===== src/rtl/exp_out_credit_buf_pkg.sv =====
// Shared constants for the FP16 exp path and its result buffer.
package exp_out_credit_buf_pkg;

  localparam int unsigned EXP_DW  = 16;
  localparam logic [15:0] H_ZERO  = 16'h0000;
  localparam logic [15:0] H_ONE   = 16'h3C00;
  localparam logic [15:0] H_LOG2E = 16'h3DC5;
  // Total exp pipeline latency; issuers use it to align side-band data with results.
  localparam int unsigned EXP_LAT = 6;

endpackage


===== src/rtl/exp_out_credit_buf_if.sv =====
// Downstream valid/ready result stream with a group-last marker.
interface exp_out_credit_buf_if
  import exp_out_credit_buf_pkg::*;
#(
  parameter int unsigned DW = EXP_DW
);
  logic          valid;
  logic [DW-1:0] data;
  logic          last;
  logic          ready;

  modport master (output valid, output data, output last, input ready);
  modport slave  (input valid, input data, input last, output ready);
endinterface


===== src/rtl/exp_out_credit_buf_fwft_fifo.sv =====
// First-word fall-through FIFO; full/empty come from the occupancy count, not pointer compare.
module exp_out_credit_buf_fwft_fifo #(
  parameter int unsigned DW    = 16,
  parameter int unsigned DEPTH = 32,
  localparam int unsigned AW   = $clog2(DEPTH),
  localparam int unsigned CW   = $clog2(DEPTH) + 1
) (
  input  logic          clk,
  input  logic          rst,
  input  logic          i_push,
  input  logic          i_pop,
  input  logic [DW-1:0] i_data,
  output logic [DW-1:0] o_data,
  output logic [CW-1:0] o_level,
  output logic          o_full,
  output logic          o_empty
);

  logic [DW-1:0] r_mem [DEPTH];
  logic [AW-1:0] r_wr_ptr;
  logic [AW-1:0] r_rd_ptr;
  logic [CW-1:0] r_level;
  logic [CW-1:0] w_level_nxt;
  logic          w_push_acc;

  assign o_full  = (r_level == CW'(DEPTH));
  assign o_empty = (r_level == '0);
  // A pop in the same cycle frees the head slot, so a push while full is still accepted.
  assign w_push_acc = i_push & (~o_full | i_pop);

  always_comb begin
    w_level_nxt = r_level;
    case ({w_push_acc, i_pop})
      2'b10:   w_level_nxt = r_level + 1'b1;
      2'b01:   w_level_nxt = r_level - 1'b1;
      default: w_level_nxt = r_level;
    endcase
  end

  always_ff @(posedge clk or posedge rst) begin
    if (rst) begin
      r_wr_ptr <= '0;
      r_rd_ptr <= '0;
      r_level  <= '0;
    end else begin
      if (w_push_acc) r_wr_ptr <= r_wr_ptr + 1'b1;
      if (i_pop)      r_rd_ptr <= r_rd_ptr + 1'b1;
      r_level <= w_level_nxt;
    end
  end

  always_ff @(posedge clk) begin
    if (w_push_acc) r_mem[r_wr_ptr] <= i_data;
  end

  assign o_data  = o_empty ? '0 : r_mem[r_rd_ptr];
  assign o_level = r_level;

endmodule


===== src/rtl/exp_out_credit_buf.sv =====
// Credit-managed result buffer behind the stall-free FP16 exp pipeline.
module exp_out_credit_buf
  import exp_out_credit_buf_pkg::*;
#(
  parameter int unsigned DW    = EXP_DW,
  parameter int unsigned DEPTH = 32,
  parameter int unsigned GROUP = 8,
  localparam int unsigned CW   = $clog2(DEPTH) + 1
) (
  input  logic                   clk,
  input  logic                   rst,
  input  logic                   issue_req_i,
  output logic                   issue_ok_o,
  input  logic                   exp_valid_i,
  input  logic [DW-1:0]          exp_y_i,
  exp_out_credit_buf_if.master   m,
  output logic [CW-1:0]          level_o,
  output logic [CW-1:0]          inflight_o,
  output logic                   err_ovf_o,
  output logic                   err_unexp_o
);

  localparam int unsigned GW = (GROUP > 1) ? $clog2(GROUP) : 1;
  localparam logic [GW-1:0] GLAST = GW'(GROUP - 1);

  logic [CW-1:0] w_level;
  logic          w_full;
  logic          w_empty;
  logic [CW:0]   w_claimed;
  logic          w_issue;
  logic          w_pop;
  logic          w_dec;
  logic [CW-1:0] r_inflight;
  logic [CW-1:0] w_inflight_nxt;
  logic [GW-1:0] r_gcnt;
  logic [GW-1:0] w_gcnt_nxt;
  logic          r_err_ovf;
  logic          r_err_unexp;

  exp_out_credit_buf_fwft_fifo #(
    .DW    (DW),
    .DEPTH (DEPTH)
  ) u_fifo (
    .clk     (clk),
    .rst     (rst),
    .i_push  (exp_valid_i),
    .i_pop   (w_pop),
    .i_data  (exp_y_i),
    .o_data  (m.data),
    .o_level (w_level),
    .o_full  (w_full),
    .o_empty (w_empty)
  );

  // Slots already holding data or promised to in-flight results are not grantable.
  assign w_claimed  = {1'b0, w_level} + {1'b0, r_inflight};
  assign issue_ok_o = (w_claimed < (CW + 1)'(DEPTH));
  assign w_issue    = issue_req_i & issue_ok_o;
  assign w_pop      = ~w_empty & m.ready;
  assign w_dec      = exp_valid_i & (r_inflight != '0);

  always_comb begin
    w_inflight_nxt = r_inflight;
    case ({w_issue, w_dec})
      2'b10:   w_inflight_nxt = r_inflight + 1'b1;
      2'b01:   w_inflight_nxt = r_inflight - 1'b1;
      default: w_inflight_nxt = r_inflight;
    endcase
  end

  always_comb begin
    w_gcnt_nxt = r_gcnt;
    if (w_pop) w_gcnt_nxt = (r_gcnt == GLAST) ? '0 : r_gcnt + 1'b1;
  end

  always_ff @(posedge clk or posedge rst) begin
    if (rst) begin
      r_inflight  <= '0;
      r_gcnt      <= '0;
      r_err_ovf   <= 1'b0;
      r_err_unexp <= 1'b0;
    end else begin
      r_inflight  <= w_inflight_nxt;
      r_gcnt      <= w_gcnt_nxt;
      r_err_ovf   <= r_err_ovf | (exp_valid_i & w_full & ~w_pop);
      r_err_unexp <= r_err_unexp | (exp_valid_i & (r_inflight == '0));
    end
  end

  assign m.valid     = ~w_empty;
  assign m.last      = ~w_empty & (r_gcnt == GLAST);
  assign level_o     = w_level;
  assign inflight_o  = r_inflight;
  assign err_ovf_o   = r_err_ovf;
  assign err_unexp_o = r_err_unexp;

endmodule

===== src/flat_wrapper.sv =====
// flat-port wrapper written by rule: the top's interface ports become plain ports
module exp_out_credit_buf_flat import exp_out_credit_buf_pkg::*;
#(
  parameter int unsigned DW    = EXP_DW,
  parameter int unsigned DEPTH = 32,
  parameter int unsigned GROUP = 8,
  localparam int unsigned CW   = $clog2(DEPTH) + 1
)
  (clk, rst, issue_req_i, issue_ok_o, exp_valid_i, exp_y_i, level_o, inflight_o, err_ovf_o, err_unexp_o, m_valid, m_data, m_last, m_ready);
  exp_out_credit_buf_if #(.DW(DW)) m_i ();
  input  logic clk;
  input  logic rst;
  input  logic issue_req_i;
  output logic issue_ok_o;
  input  logic exp_valid_i;
  input  logic [DW-1:0] exp_y_i;
  output logic [CW-1:0] level_o;
  output logic [CW-1:0] inflight_o;
  output logic err_ovf_o;
  output logic err_unexp_o;
  output wire logic [$bits(m_i.valid)-1:0] m_valid;
  output wire logic [$bits(m_i.data)-1:0] m_data;
  output wire logic [$bits(m_i.last)-1:0] m_last;
  input wire logic [$bits(m_i.ready)-1:0] m_ready;
  assign m_valid = m_i.valid;
  assign m_data = m_i.data;
  assign m_last = m_i.last;
  assign m_i.ready = m_ready;
  exp_out_credit_buf #(.DW(DW), .DEPTH(DEPTH), .GROUP(GROUP)) u_core (.clk(clk), .rst(rst), .issue_req_i(issue_req_i), .issue_ok_o(issue_ok_o), .exp_valid_i(exp_valid_i), .exp_y_i(exp_y_i), .m(m_i), .level_o(level_o), .inflight_o(inflight_o), .err_ovf_o(err_ovf_o), .err_unexp_o(err_unexp_o));
endmodule

===== config.mk =====
export PLATFORM = sky130hd
export DESIGN_NAME = exp_out_credit_buf_flat
export DESIGN_NICKNAME = d
export VERILOG_FILES = /design/src/rtl/exp_out_credit_buf_pkg.sv /design/src/rtl/exp_out_credit_buf_if.sv /design/src/rtl/exp_out_credit_buf_fwft_fifo.sv /design/src/rtl/exp_out_credit_buf.sv /design/src/flat_wrapper.sv
export SDC_FILE = /design/constraint.sdc
export NUM_CORES = 1
export LEC_CHECK = 0
export ABC_CLOCK_PERIOD_IN_PS = 4100
export BUFFER_PORTS_ARGS = -buffer_cell sky130_fd_sc_hd__buf_2
export CAP_MARGIN = 5
export CORE_MARGIN = 5
export CORE_UTILIZATION = 40
export CTS_CLUSTER_DIAMETER = 60
export CTS_CLUSTER_SIZE = 30
export DETAILED_ROUTE_END_ITERATION = 8
export GPL_TIMING_DRIVEN = 0
export HOLD_SLACK_MARGIN = 0.02
export PLACE_DENSITY = 0.59
export SLEW_MARGIN = 20
export SYNTH_ARGS = -nofsm -noshare
export SYNTH_HDL_FRONTEND = slang
export SYNTH_SLANG_ARGS = --single-unit

===== constraint.sdc =====
create_clock -name clk -period 4.1 [get_ports clk]
set_input_delay 0 -clock clk [delete_from_list [all_inputs] [get_ports clk]]
set_output_delay 0 -clock clk [all_outputs]
set_load 0.02 [all_outputs]

==> results.yml <==
clocking:
  cts-resized-gates: 0
  clkTransAtPathRegs_ps: 90
  clk_latency_ps: 590
  ctsRootBufferMaster: "clkbuf_16"
  cts_tree: "done"
  clock_sinks: 539
  numCtsBuffers: 37
  h-tree-depth: 2
  clock_path_buffers: 3
grt:
  grt_pass1_wl_mm: 72.2
  antenna_found_initial: 0
  track_usage: 0.170
  grt_max_degree: 33
  grt_pass1_vias: 10665
  overflow: 0
timing:
  fin_worst_skew_ps: 36.9
  fmax_ghz: 0.263
  finalHoldViolations: 0
  report.final.slew_viol_count: 0
  min_period_over_period: 0.926
  setup_viol: 0
  rsz0062_at_grt: "false"
  relSlewSlack: 0.347
  hold_ws_ps: 42.9
  fin_crit_ps: 3800
  setup_tns_ps: 0
  worstMarginPinSlew_ps: 976
route:
  dr.first_iter.drc_count: 808
  via_per_inst: 5.58
  wl_per_cell_um: 25.7
  wl_mm: 49.1
  drcViolationCount: 0
  vias: 10671
  ant_nets: 0
  dr.pass1.iters: 4
critical_path:
  reg2reg_from: "u_core.u_fifo.o_level[0]"
  startpoint_type: "register"
  r2r_cells: 9
  rrSetupSlack_ps: 760
  r2r_end: "u_core.u_fifo.o_level[5]"
  critical_path_required_ps: 4100
  critPathKind: "reg2out"
  end_kind: "primary output"
  cp_max_fo: 10
  cp_data_arrival_time_ps: 3800
logic_synthesis:
  synth_cell_type_count: 57
  synth_warnings: 0
  synth_flop_cell: "edfxtp_1"
  syn_inst: 1056
  avgSynthCellArea_um2: 20.2
  syn_nets: 1101
  synth_area_um2: 21300
  async_reset_ff_frac: 0.0501
  synth_seq_area_share: 0.753
  yosys_register_bits: 539
  synth_edf_count: 512
finish:
  nNetsFinal: 1242
  finish.utilization: 0.463
  synthToLayoutAreaGrowth_pct: 14.3
  diodes: 0
  drive_above_1_share: 0.259
  fin_cells: 1914
placed_design:
  placed_cells: 1829
  io_buffers: 53
  place_congestion: 0.776
  hpwl_mm: 32.8
floorplanning:
  chipHeight_um: 241
  die_area_um2: 58000
  ioPinCount: 54
  dieWidth_um: 241
  num_rows: 84
  initial_core_util: 0.405
  core_area_um2: 52700
power:
  power_mw: 16.4
  p_comb_frac: 0.352
  clkPwrFrac: 0.238
  pwr-share-seq: 0.410
  p_int_mw: 10.6
  ir_drop_uv: 583
  p_leak_nw: 7.97
  power.net_switching_mw: 5.79
  switching_share: 0.354
  powerDensity_nw_per_um2: 671
worst_hold_path:
  min_path_cells: 1
  hp-class: "in2reg"
  holdPathEnd: "u_core.u_fifo.r_mem[23][10]"
  min_from: "exp_y_i[10]"
run_status:
  status: "finished, final reports clean"
run:
  max-cap-violations: 0
cell usage after synthesis, types with 6 or more instances:
cell | count | area share
a2111oi_0 | 6 | 0.0025
a2111oi_1 | 8 | 0.0038
a211oi_1 | 16 | 0.0056
a21o_1 | 7 | 0.0025
a22o_1 | 31 | 0.013
buf_2 | 11 | 0.0026
buf_4 | 10 | 0.0035
clkbuf_1 | 27 | 0.0048
dfrtp_1 | 27 | 0.032
edfxtp_1 | 512 | 0.72
ha_1 | 22 | 0.013
inv_1 | 12 | 0.0021
mux2i_1 | 65 | 0.031
mux4_2 | 96 | 0.10
nand2_1 | 30 | 0.0053
nor2_1 | 38 | 0.0067
nor3_1 | 18 | 0.0042
o21ai_0 | 9 | 0.0021
o221ai_1 | 15 | 0.0062
o22ai_1 | 16 | 0.0047
xnor2_1 | 10 | 0.0041
worst max path at each step:
stage / from / endpoint / slack (ps) / cells after the start
floorplan: u_core.inflight_o[1] / u_core.inflight_o[5] / 1060 / 11
global placement: u_core.u_fifo.o_level[0] / u_core.u_fifo.o_level[5] / 820 / 9
detailed placement: u_core.u_fifo.o_level[0] / u_core.u_fifo.o_level[5] / 790 / 9
CTS: u_core.u_fifo.r_rd_ptr[1] / m_data[1] / 170 / 7
global route: u_core.u_fifo.r_rd_ptr[1] / m_data[1] / 180 / 7
finish: u_core.u_fifo.r_rd_ptr[1] / m_data[8] / 300 / 7
state kept, by name (all words and copies together), names as in the netlist:
| signal | count |
|---|---|
| u_core.u_fifo.o_level | 6 |
| u_core.u_fifo.r_wr_ptr | 5 |
| u_core.u_fifo.r_mem | 512 |
| u_core.u_fifo.r_rd_ptr | 5 |
| u_core.inflight_o | 6 |
| u_core.err_unexp_o | 1 |
| u_core.err_ovf_o | 1 |
| u_core.r_gcnt | 3 |
cell type report:
cell class                 instances  area, um2
multi-input combinational        449       5000
tap                              688        861
clock buffer                      40        937
inverter                          12       45.0
timing repair buffer             102        848
sequential                       539      16100
clock inverter                    28        332
buffer                            56        308
fill                            4461      28300
power groups by stage:
stage / Combinational [mW] / Sequential [mW] / Clock (mW)
2_1_floorplan: 3.73 / 6.84 / 0
3_3_place_gp: 5.63 / 6.82 / 0
3_5_place_dp: 5.79 / 6.83 / 0
4_1_cts: 5.82 / 6.70 / 4.00
5_1_grt: 6.16 / 6.75 / 4.24
6_report: 5.76 / 6.70 / 3.90
cells by family (layout without fill, tap and decap cells):
family	count (synthesis)	in the layout	synth area share
flip-flops	539	539	0.753
AO/OA/AOI/OAI	132	132	0.0499
adder cells (fa/ha/maj)	24	24	0.0148
AND/OR/NAND/NOR	115	115	0.0263
multiplexers	164	164	0.134
XOR/XNOR	14	14	0.00575
buffers and inverters	68	238	0.0165
through the flow:
| step | setup WS, ps | area [um2] |
|---|---|---|
| after global placement | 822 | 22500 |
| after CTS | 169 | 24400 |
| after detailed placement | 792 | 22900 |
| after floorplan | 1060 | 21300 |
| after global routing | 181 | 24400 |
| final | 305 | 24400 |
per-layer routing:
metal,part of all wire,track usage
met3,0.059,0.0307
met5,0,0
met2,0.47,0.264
met4,0.018,0.0345
met1,0.46,0.257
cell usage in the layout, fill, tap and decap left out, types with 9 or more instances in the layout:
| cell | count |
|---|---|
| a211oi_1 | 16 |
| a22o_1 | 31 |
| buf_2 | 64 |
| buf_4 | 10 |
| buf_6 | 22 |
| buf_8 | 14 |
| clkbuf_1 | 30 |
| clkbuf_16 | 37 |
| dfrtp_1 | 27 |
| dlygate4sd3_1 | 17 |
| edfxtp_1 | 512 |
| ha_1 | 22 |
| inv_1 | 11 |
| mux2i_1 | 65 |
| mux4_2 | 96 |
| nand2_1 | 30 |
| nor2_2 | 32 |
| nor3_1 | 18 |
| o21ai_0 | 9 |
| o221ai_1 | 15 |
| o22ai_1 | 16 |
| xnor2_1 | 10 |
critical path, cell delays in order, from the launching register on:
cell and delay, ps:
dfrtp_1 460, buf_2 330, clkbuf_1 760, mux4_2 470, a22o_1 240, a211oi_1 550
nor3_1 190, buf_2 210
timing repair:
action                                  in CTS  in global routing
hold endpoints to repair                   368                  0
endpoints found under the setup margin       0                  0
setup buffers                                0                  0
hold buffers                                17                  0
(Power assumes the default switching activity.)
